**src/rtl/spi_dbg_pkg.sv**
```systemverilog
// Shared constants for the debug SPI command protocol: command and reply
// bytes, the host FSM state encoding and the per-state transmit byte.
package spi_dbg_pkg;

  localparam logic [7:0] CMD_NOP   = 8'h00;
  localparam logic [7:0] CMD_READ  = 8'h01;
  localparam logic [7:0] CMD_LED   = 8'h02;
  localparam logic [7:0] CMD_PING  = 8'hCC;
  localparam logic [7:0] CMD_ECHO  = 8'hCD;

  localparam logic [7:0] RSP_READY = 8'hFF;
  localparam logic [7:0] RSP_BUSY  = 8'hFE;

  localparam logic [2:0] S_IDLE  = 3'd0;
  localparam logic [2:0] S_CMD   = 3'd1;
  localparam logic [2:0] S_ADDR0 = 3'd2;
  localparam logic [2:0] S_ADDR1 = 3'd3;
  localparam logic [2:0] S_ADDR2 = 3'd4;
  localparam logic [2:0] S_POLL  = 3'd5;
  localparam logic [2:0] S_DATA  = 3'd6;
  localparam logic [2:0] S_DONE  = 3'd7;

  // Byte the host shifts out while sitting in a given byte state.
  function automatic logic [7:0] tx_byte(input logic [2:0] st, input logic [23:0] addr);
    logic [7:0] b;
    b = CMD_NOP;
    case (st)
      S_CMD:   b = CMD_READ;
      S_ADDR0: b = addr[23:16];
      S_ADDR1: b = addr[15:8];
      S_ADDR2: b = addr[7:0];
      default: b = CMD_NOP;
    endcase
    return b;
  endfunction

endpackage

```
**src/rtl/spi_master_byte.sv**
```systemverilog
// SPI mode-0 byte engine: one start pulse shifts one byte out on mosi (MSB
// first) while shifting one byte in from miso. sclk idles low; miso is
// sampled through a 2-flop synchroniser on each rising sclk and the transmit
// register shifts on each falling sclk. done pulses one cycle with rx valid.
module spi_master_byte
  import spi_dbg_pkg::*;
#(
  parameter int CLK_DIV = 4
) (
  input  logic       clk,
  input  logic       rst,
  input  logic       start_i,
  input  logic [7:0] tx_i,
  output logic [7:0] rx_o,
  output logic       done_o,
  output logic       sclk_o,
  output logic       mosi_o,
  input  logic       miso_i
);

  localparam logic [15:0] DIV_LAST = 16'(CLK_DIV - 1);

  logic        active_q, active_d;
  logic [15:0] div_q, div_d;
  logic [3:0]  half_q, half_d;
  logic        sclk_q, sclk_d;
  logic [7:0]  sr_q, sr_d;
  logic [7:0]  rx_q, rx_d;
  logic        done_q, done_d;
  logic        meta_q, sync_q;

  // Two-flop synchroniser on the asynchronous miso input.
  always_ff @(posedge clk or posedge rst) begin
    if (rst) begin
      meta_q <= 1'b0;
      sync_q <= 1'b0;
    end else begin
      meta_q <= miso_i;
      sync_q <= meta_q;
    end
  end

  // Divider and half-period sequencing: even halves sclk low, odd halves high.
  always_comb begin
    active_d = active_q;
    div_d    = div_q;
    half_d   = half_q;
    sclk_d   = sclk_q;
    sr_d     = sr_q;
    rx_d     = rx_q;
    done_d   = 1'b0;
    if (!active_q) begin
      if (start_i) begin
        active_d = 1'b1;
        div_d    = '0;
        half_d   = '0;
        sclk_d   = 1'b0;
        sr_d     = tx_i;
      end
    end else if (div_q == DIV_LAST) begin
      div_d = '0;
      if (half_q == 4'd15) begin
        // Last falling edge: byte complete, mosi parks low.
        active_d = 1'b0;
        sclk_d   = 1'b0;
        sr_d     = '0;
        done_d   = 1'b1;
      end else begin
        half_d = half_q + 4'd1;
        sclk_d = ~sclk_q;
        if (!half_q[0]) begin
          rx_d = {rx_q[6:0], sync_q};
        end else begin
          sr_d = {sr_q[6:0], 1'b0};
        end
      end
    end else begin
      div_d = div_q + 16'd1;
    end
  end

  // Byte engine state register.
  always_ff @(posedge clk or posedge rst) begin
    if (rst) begin
      active_q <= 1'b0;
      div_q    <= '0;
      half_q   <= '0;
      sclk_q   <= 1'b0;
      sr_q     <= '0;
      rx_q     <= '0;
      done_q   <= 1'b0;
    end else begin
      active_q <= active_d;
      div_q    <= div_d;
      half_q   <= half_d;
      sclk_q   <= sclk_d;
      sr_q     <= sr_d;
      rx_q     <= rx_d;
      done_q   <= done_d;
    end
  end

  assign rx_o   = rx_q;
  assign done_o = done_q;
  assign sclk_o = sclk_q;
  assign mosi_o = sr_q[7];

endmodule

```
**src/rtl/spi_dbg_host.sv**
```systemverilog
// Host-side initiator for the debug SPI READ command. Sequences CMD, three
// address bytes, readiness polling and the data byte over spi_master_byte,
// owning ss_n and the request/response handshake. The slave's reply to a
// byte arrives during the following byte, so each state judges the byte it
// receives as the answer to the previous one.
// Build option: define SPI_DBG_TIMEOUT_EN to bound polling at POLL_MAX
// consecutive non-ready replies and report rsp_err.
module spi_dbg_host
  import spi_dbg_pkg::*;
#(
  parameter int CLK_DIV    = 4,
  parameter int GAP_CYCLES = 8,
  parameter int POLL_MAX   = 255
) (
  input  logic        clk,
  input  logic        rst,
  input  logic        req_valid,
  output logic        req_ready,
  input  logic [23:0] req_addr,
  output logic        rsp_valid,
  output logic [7:0]  rsp_data,
  output logic        rsp_err,
  output logic        busy,
  output logic        sclk,
  output logic        mosi,
  input  logic        miso,
  output logic        ss_n
);

  localparam logic [15:0] LEAD_CNT = 16'(CLK_DIV);
  localparam logic [15:0] GAP_CNT  = 16'(GAP_CYCLES);
  localparam logic [15:0] HOLD_CNT = 16'(2 * CLK_DIV);

  logic [2:0]  state_q, state_d;
  logic [23:0] addr_q, addr_d;
  logic [15:0] wait_q, wait_d;
  logic [15:0] hold_q, hold_d;
  logic        infl_q, infl_d;
  logic        first_q, first_d;
  logic        ss_n_q, ss_n_d;
  logic        ready_q, ready_d;
  logic        pend_q, pend_d;
  logic [7:0]  res_data_q, res_data_d;
  logic        res_err_q, res_err_d;
  logic        rsp_valid_q, rsp_valid_d;
  logic [7:0]  rsp_data_q, rsp_data_d;
  logic        rsp_err_q, rsp_err_d;

  logic        byte_start;
  logic        byte_done;
  logic [7:0]  byte_tx;
  logic [7:0]  byte_rx;

`ifdef SPI_DBG_TIMEOUT_EN
  localparam logic [7:0] POLL_LAST = 8'(POLL_MAX - 1);
  logic [7:0] poll_cnt_q, poll_cnt_d;

  // Consecutive non-ready poll reply counter.
  always_ff @(posedge clk or posedge rst) begin
    if (rst) begin
      poll_cnt_q <= '0;
    end else begin
      poll_cnt_q <= poll_cnt_d;
    end
  end
`else
  logic unused_poll_max;
  assign unused_poll_max = (POLL_MAX == 0);
`endif

  spi_master_byte #(
    .CLK_DIV(CLK_DIV)
  ) u_byte (
    .clk    (clk),
    .rst    (rst),
    .start_i(byte_start),
    .tx_i   (byte_tx),
    .rx_o   (byte_rx),
    .done_o (byte_done),
    .sclk_o (sclk),
    .mosi_o (mosi),
    .miso_i (miso)
  );

  // Transaction sequencing, byte pacing and response staging.
  always_comb begin
    state_d     = state_q;
    addr_d      = addr_q;
    wait_d      = wait_q;
    hold_d      = hold_q;
    infl_d      = infl_q;
    first_d     = first_q;
    ss_n_d      = ss_n_q;
    pend_d      = 1'b0;
    res_data_d  = res_data_q;
    res_err_d   = res_err_q;
    rsp_valid_d = pend_q;
    rsp_data_d  = rsp_data_q;
    rsp_err_d   = rsp_err_q;
    byte_start  = 1'b0;
    byte_tx     = tx_byte(state_q, addr_q);
`ifdef SPI_DBG_TIMEOUT_EN
    poll_cnt_d  = poll_cnt_q;
`endif
    if (pend_q) begin
      rsp_data_d = res_data_q;
      rsp_err_d  = res_err_q;
    end
    case (state_q)
      S_IDLE: begin
        if (hold_q != 16'd0) hold_d = hold_q - 16'd1;
        if (req_valid && ready_q) begin
          addr_d  = req_addr;
          ss_n_d  = 1'b0;
          wait_d  = LEAD_CNT;
          infl_d  = 1'b0;
          state_d = S_CMD;
        end
      end
      S_DONE: begin
        if (wait_q != 16'd0) begin
          wait_d = wait_q - 16'd1;
        end else begin
          ss_n_d  = 1'b1;
          pend_d  = 1'b1;
          hold_d  = HOLD_CNT;
          state_d = S_IDLE;
        end
      end
      default: begin
        if (!infl_q) begin
          if (wait_q != 16'd0) begin
            wait_d = wait_q - 16'd1;
          end else begin
            byte_start = 1'b1;
            infl_d     = 1'b1;
          end
        end else if (byte_done) begin
          infl_d = 1'b0;
          wait_d = GAP_CNT;
          case (state_q)
            S_CMD:   state_d = S_ADDR0;
            S_ADDR0: state_d = S_ADDR1;
            S_ADDR1: state_d = S_ADDR2;
            S_ADDR2: begin
              state_d = S_POLL;
              first_d = 1'b1;
`ifdef SPI_DBG_TIMEOUT_EN
              poll_cnt_d = '0;
`endif
            end
            S_POLL: begin
              if (first_q) begin
                first_d = 1'b0;
              end else if (byte_rx == RSP_READY) begin
                state_d = S_DATA;
              end else begin
`ifdef SPI_DBG_TIMEOUT_EN
                if (poll_cnt_q == POLL_LAST) begin
                  state_d    = S_DONE;
                  res_data_d = 8'h00;
                  res_err_d  = 1'b1;
                  wait_d     = LEAD_CNT;
                end else begin
                  poll_cnt_d = poll_cnt_q + 8'd1;
                end
`endif
              end
            end
            S_DATA: begin
              state_d    = S_DONE;
              res_data_d = byte_rx;
              res_err_d  = 1'b0;
              wait_d     = LEAD_CNT;
            end
            default: state_d = S_IDLE;
          endcase
        end
      end
    endcase
    ready_d = (state_d == S_IDLE) && (hold_d == 16'd0);
  end

  // Host FSM and response registers.
  always_ff @(posedge clk or posedge rst) begin
    if (rst) begin
      state_q     <= S_IDLE;
      addr_q      <= '0;
      wait_q      <= '0;
      hold_q      <= '0;
      infl_q      <= 1'b0;
      first_q     <= 1'b0;
      ss_n_q      <= 1'b1;
      ready_q     <= 1'b0;
      pend_q      <= 1'b0;
      res_data_q  <= '0;
      res_err_q   <= 1'b0;
      rsp_valid_q <= 1'b0;
      rsp_data_q  <= '0;
      rsp_err_q   <= 1'b0;
    end else begin
      state_q     <= state_d;
      addr_q      <= addr_d;
      wait_q      <= wait_d;
      hold_q      <= hold_d;
      infl_q      <= infl_d;
      first_q     <= first_d;
      ss_n_q      <= ss_n_d;
      ready_q     <= ready_d;
      pend_q      <= pend_d;
      res_data_q  <= res_data_d;
      res_err_q   <= res_err_d;
      rsp_valid_q <= rsp_valid_d;
      rsp_data_q  <= rsp_data_d;
      rsp_err_q   <= rsp_err_d;
    end
  end

  assign req_ready = ready_q;
  assign rsp_valid = rsp_valid_q;
  assign rsp_data  = rsp_data_q;
  assign rsp_err   = rsp_err_q;
  assign ss_n      = ss_n_q;
  assign busy      = (state_q != S_IDLE) | pend_q;

endmodule

```
**config.mk**
```make
export PLATFORM = sky130hd
export DESIGN_NAME = spi_dbg_host
export DESIGN_NICKNAME = d
export VERILOG_FILES = /design/src/rtl/spi_dbg_pkg.sv /design/src/rtl/spi_master_byte.sv /design/src/rtl/spi_dbg_host.sv
export SDC_FILE = /design/constraint.sdc
export NUM_CORES = 1
export LEC_CHECK = 0
export ABC_AREA = 1
export BUFFER_PORTS_ARGS = -buffer_cell sky130_fd_sc_hd__buf_2
export CAP_MARGIN = 15
export CORE_MARGIN = 10
export CORE_UTILIZATION = 55
export DETAILED_ROUTE_END_ITERATION = 8
export GPL_ROUTABILITY_DRIVEN = 0
export PLACE_DENSITY = 0.78
export SLEW_MARGIN = 20
export SYNTH_ARGS = -nofsm -noshare
export SYNTH_HDL_FRONTEND = slang
export SYNTH_SLANG_ARGS = --single-unit
```
**constraint.sdc**
```tcl
create_clock -name clk -period 5.2 [get_ports clk]
set_input_delay 0.52 -clock clk [delete_from_list [all_inputs] [get_ports clk]]
set_output_delay 0.52 -clock clk [all_outputs]
set_load 0.05 [all_outputs]
```
Word level (Yosys, flattened, before mapping)
Index checks and enable logic that the tools add are counted.
- bits in registers: 122
- input bits: 28
- output and inout port bits: 15
- word-level logic and storage cells: 121
- add/sub/neg operators: 4
- equal/unequal tests: 16
- mux-type cells: 52
- bitwise logic cells: 6
- reductions and logical operators: 22
- operator list (operator ; number):
    2-to-1 mux 16 bit ; 9
    case mux 16 bit (2 select lines) ; 2
    2-to-1 mux 8 bit ; 5
    case mux 8 bit (4 select lines) ; 1
    nonzero test 16 bit ; 2
    subtractor 16 x 1 -> 16 bit (second input constant) ; 2
    2-to-1 mux 4 bit ; 5
    2-to-1 mux 1 bit ; 19
    2-to-1 mux 3 bit ; 6
    case mux 3 bit (6 select lines) ; 1
    adder 16 x 1 -> 16 bit (second input constant) ; 1
    == test 16 x 2 -> 1 bit (second input constant) ; 1
    zero test 16 bit ; 1
    == test 3 bit (second input constant) ; 4
    AND reduction 4 bit ; 3
    AND reduction 3 bit ; 3
    == test 8 bit (second input constant) ; 1
    != test 2 bit (second input constant) ; 4
    AND reduction 2 bit ; 4
    == test 3 x 2 -> 1 bit (second input constant) ; 2
    zero test 3 bit ; 2
    case mux 1 bit (2 select lines) ; 3
    case mux 3 bit (2 select lines) ; 1
    nonzero test 2 bit ; 3
    other kinds (10) ; 15

Depth between registers and ports, before layout
- depth after elaboration: 9
- mapped depth: 14
- gate-level depth less buffers: 14

By module
Synthesis repeated with hierarchy kept, for this count alone.
- cells, all modules: 878
- area, all modules: 6776.5 um^2
- by module, submodules not included (module ; times used ; cells an instance ; area an instance (um^2) ; seq. area each (um^2)):
    spi_dbg_host ; 1 ; 578 ; 4440.5 ; 2028.2
    spi_master_byte ; 1 ; 300 ; 2336.0 ; 1026.0

Worst setup path after synthesis
Ideal clock, no wire load.
- path type: register -> output
- start: reg state_q[1]
- end: out busy
- data arrival time: 1.285 ns
- slack: 3.395 ns
- stages on the path, launching flop included: 7
- buffers on the path: 2
- path through: dfrtp_1 > buf_6 > inv_1 > nand2_2 > nor2_4 > buf_2 > nand2_1
- word-level cells in the longest chain between the ends: 2
- RTL lines (element ; RTL line ; text):
    start: declaration ; spi_dbg_host.sv:34 ; logic [2:0] state_q, state_d;
    start signal: assignment ; spi_dbg_host.sv:202 ; state_q <= state_d;
    nonzero test 3 bit ; spi_dbg_host.sv:224 ; assign busy = (state_q != S_IDLE) | pend_q;
    bitwise OR 1 bit ; spi_dbg_host.sv:224 ;
    end: declaration ; spi_dbg_host.sv:23 ; output logic busy,
No other way between the ends.

Worst setup path after layout
Ends and elaborated chain as after synthesis.

==> summary.md <==
| Metric | Value |
|---|---|
| Run status | complete, no violations |
| Total congestion overflow after global routing | 0 |
| Synthesized flop and latch total | 122 |
| DRT antenna net count | 0 |
| Maximum cell stage delay along the critical path | 490 ps |
| Synth warn | 0 |
| Htree depth | 4 |
| Worst setup path endpoint | busy |
| Final total negative setup slack | 0 ps |
| Final Core Density | 63.5% |
| Class of the most critical setup path | register to output port |
| Switching power of the nets | 438 uW |
| Power per standard cell area | 284 nW/um^2 |
| Net count, final | 901 |
| Transition time of the tightest slew-check pin | 818 ps |
| Max IR drop VDD | 255 uV |
| Final clock period utilization by the worst path | 45.2% |
| Antenna Cells | 0 |
| Start point of the critical path | state_q[1] |
| Leak | 3.79 nW |
| CP startpoint kind | register |
| Ports | 43 |
| Shortest clock period the worst path allows after layout | 2350 ps |
| HPWL after detailed placement | 10.0 mm |
| Number of global-route vias before repair | 5,177 |
| Post-synthesis instance total | 825 |
| Number of input and output port buffers inserted | 41 |
| Die Ht | 128 um |
| CTS hold repair buffers | 0 |
| Hold Violations, Final | 0 |
| Number of nets in the synthesized netlist | 857 |
| Number of buffers and inverters on the critical path | 2 |
| Count of unique library cells instantiated by Yosys | 46 |
| Cell family contributing the most delay on the critical path | simple AND/OR/NAND/NOR gates |
| Placed Cells | 993 |
| Sequential share of the synthesized area | 47.4% |
| Count of maximum capacitance violations | 0 |
| Share of layout cells above drive strength 1 | 15.0% |
| Post-cts resize count | 0 |
| Die Area | 16,400 sq um |
| Worst min path class | primary input to register |
| Die X | 128 um |
| Setup-failing EPs final | 0 |
| FF+latch area | 3050 sq um |
| Flop2flop setup slack | 2930 ps |
| Reg2Reg Depth | 10 |
| Part of the power in combinational logic | 1.4% |
| Clk pwr share | 52.6% |
| Arrival time of data at the critical path endpoint | 1830 ps |
| Unrepaired setup endpoints after global routing | no |
| CTS tree | done |
| Worst Setup End Kind | output port |
| Clock slew at reported path FFs | 50 ps |
| Critical-path maximum fanout | 18 |
| Total wire length after detailed routing | 14.2 mm |
| Total CTS buffers | 17 |
| Post-CTS Setup Inserts | 0 |
| Clock tree root driver cell | clkbuf_16 |
| Drc violations | 0 |
| CTS max path bufs | 2 |
| Startpoint of the most critical register-to-register path | state_q[1] |
| Critical path, cell by cell | inv_1 > nand2_2 > nor2_4 > nand2_1 > buf_2 |
| Count of cell instances traversed by the critical path | 5 |
| First-pass detailed-route iteration total | 7 |
| Critical path required time | 4680 ps |
| Worst-skew pair later-pin latency | 420 ps |
| Number of non-filler instances in the completed layout | 1,025 |
| Total cell area at the placement stage | 6730 sq um |
| Standard-cell rows | 39 |
| Cell type of the slowest stage on the worst timing path | dfrtp_1 |
| Via density | 5.35 |
| FF-to-FF End | req_ready |
| Post-synthesis average cell area | 7.81 sq um |
| DR vias | 5,481 |
| Fill count | 1,001 |
| Max Freq | 425 MHz |
| Average wire per standard cell | 13.8 um |
| Worst path setup slack after routing | 2850 ps |
| Largest net degree at the start of global routing | 66 |
| First-iteration detailed-routing DRC count | 474 |
| Proportion of total power due to net switching | 21.2% |
| Core ar. | 11,500 sq um |
| Number of sinks handled by clock tree synthesis | 122 |
| Relative slew slack | 45.3% |
| Internal | 1.63 mW |
| Fin. max-slew vios | 0 |
| Minimum setup slack after placement | 2460 ps |
| First-pass GRT wire length | 24.0 mm |
| All-Layer GR Usage | 17.8% |
| Area of the multi-input gates | 2820 sq um |
| Synthesized cell area | 6440 sq um |
| Worst-case clock skew | 8.78 ps |
| Layout overhead on the synthesized area | 13.0% |
| Initial antenna violation count | 0 |
| Critical hold path startpoint | miso |
| Starting utilization of the core area | 56.2% |
| Post-route cell area | 7280 sq um |
| Seq pwr share | 46.0% |
[how the worst min path moves through the flow]
stage                     to  slack (ps)  cells after the start
2_1_floorplan  u_byte.sync_q         330                      0
3_3_place_gp   u_byte.sync_q         330                      0
3_5_place_dp   u_byte.sync_q         350                      0
4_1_cts        u_byte.meta_q         200                      1
5_1_grt        u_byte.meta_q         200                      1
6_report       u_byte.meta_q         210                      1
[stage by stage]
stage	hold WS (ps)	total power [mW]
after detailed placement	353	0.999
after global routing	203	2.13
final	211	2.07
after CTS	197	2.09
after floorplan	331	0.984
after global placement	332	0.999
[power by group through the flow]
stage               Clock (mW)  Sequential (mW)  Combinational (mW)
floorplan                    0            0.968              0.0159
global placement             0            0.968              0.0312
detailed placement           0            0.968              0.0314
CTS                       1.10            0.951              0.0316
global route              1.14            0.951              0.0354
finish                    1.09            0.951              0.0299
[area by class of cell]
| class | instances | share of cell area [%] |
|---|---|---|
| multi-input cells | 562 | 38.7 |
| clock inverters | 9 | 1.25 |
| well taps | 143 | 2.46 |
| flip-flops and latches | 122 | 41.9 |
| repair buffers | 42 | 2.92 |
| inverters | 124 | 6.42 |
| clock buffers | 23 | 6.29 |
[layer usage]
layer,routed length [um],part of all wire (%),track usage [%],vias to the layer above
met1,6450,45,21.9,2599
li1,-,-,-,2738
met5,0,0,0,-
met3,618,4.4,4.51,14
met2,6950,49,29.5,130
met4,172,1.2,6.62,0
[synthesized netlist by cell type, drive strengths merged]
library cell    n  area (sq um)
nand4          15           109
a221oi          6          52.6
or2             1          6.26
nor2          107           479
xor2            5          43.8
dfrtp         121          3030
o22ai          12          75.1
nand3b          4          42.5
o21ai          71           385
ha              4          50.1
nand2         219           887
conb            1          3.75
dfstp           1          26.3
nor4            1          6.26
a22oi           1          7.51
buf            10          81.3
o31ai           1          7.51
mux2i           1          10.0
o32ai           2          17.5
nor3           10          55.1
o21bai          1          7.51
clkbuf          7          26.3
o211ai          4          30.0
o21a            1          7.51
a21oi          29           156
inv           124           465
o221ai          1          8.76
a31oi           2          12.5
nand3          63           355
[cell families after synthesis]
kind of cell | share of synthesized area, %
other | 0.0582
adder cells (fa/ha/maj) | 0.777
multiplexers | 0.155
AO/OA/AOI/OAI | 11.9
XOR/XNOR | 0.680
flip-flops | 47.4
AND/OR/NAND/NOR | 30.1
buffers and inverters | 8.89
[flip-flops by register name, indices dropped and copies added, names as in the netlist, 3 cells and up]
signal,cells
res_data_q,8
u_byte.half_q,4
u_byte.rx_o,8
u_byte.div_q,16
hold_q,16
u_byte.sr_q,8
wait_q,16
rsp_data,8
addr_q,24
state_q,3
[cells in the final DEF (no fill, tap or decap), types with 2 or more instances in the layout]
cell and n:
nand3_4 2, nor2_4 8, ha_1 4, clkinv_4 3, o211ai_1 4, o21ai_1 5
a21oi_1 28, nand3_2 3, nor2_2 9, o21ai_2 8, nand3b_1 3, dfrtp_1 121
inv_6 2, nand4_1 14, nand3_1 58, o22ai_1 12, a31oi_1 2, buf_2 41
nand2_1 203, o32ai_1 2, a221oi_1 6, nor3_1 9, o21ai_0 58, xor2_1 5
clkbuf_1 5, clkinv_2 2, inv_1 112, nand2_2 11, clkbuf_16 17, nor2_1 90
nand2_4 5, inv_2 11
Power figures use the tool's default switching activity.
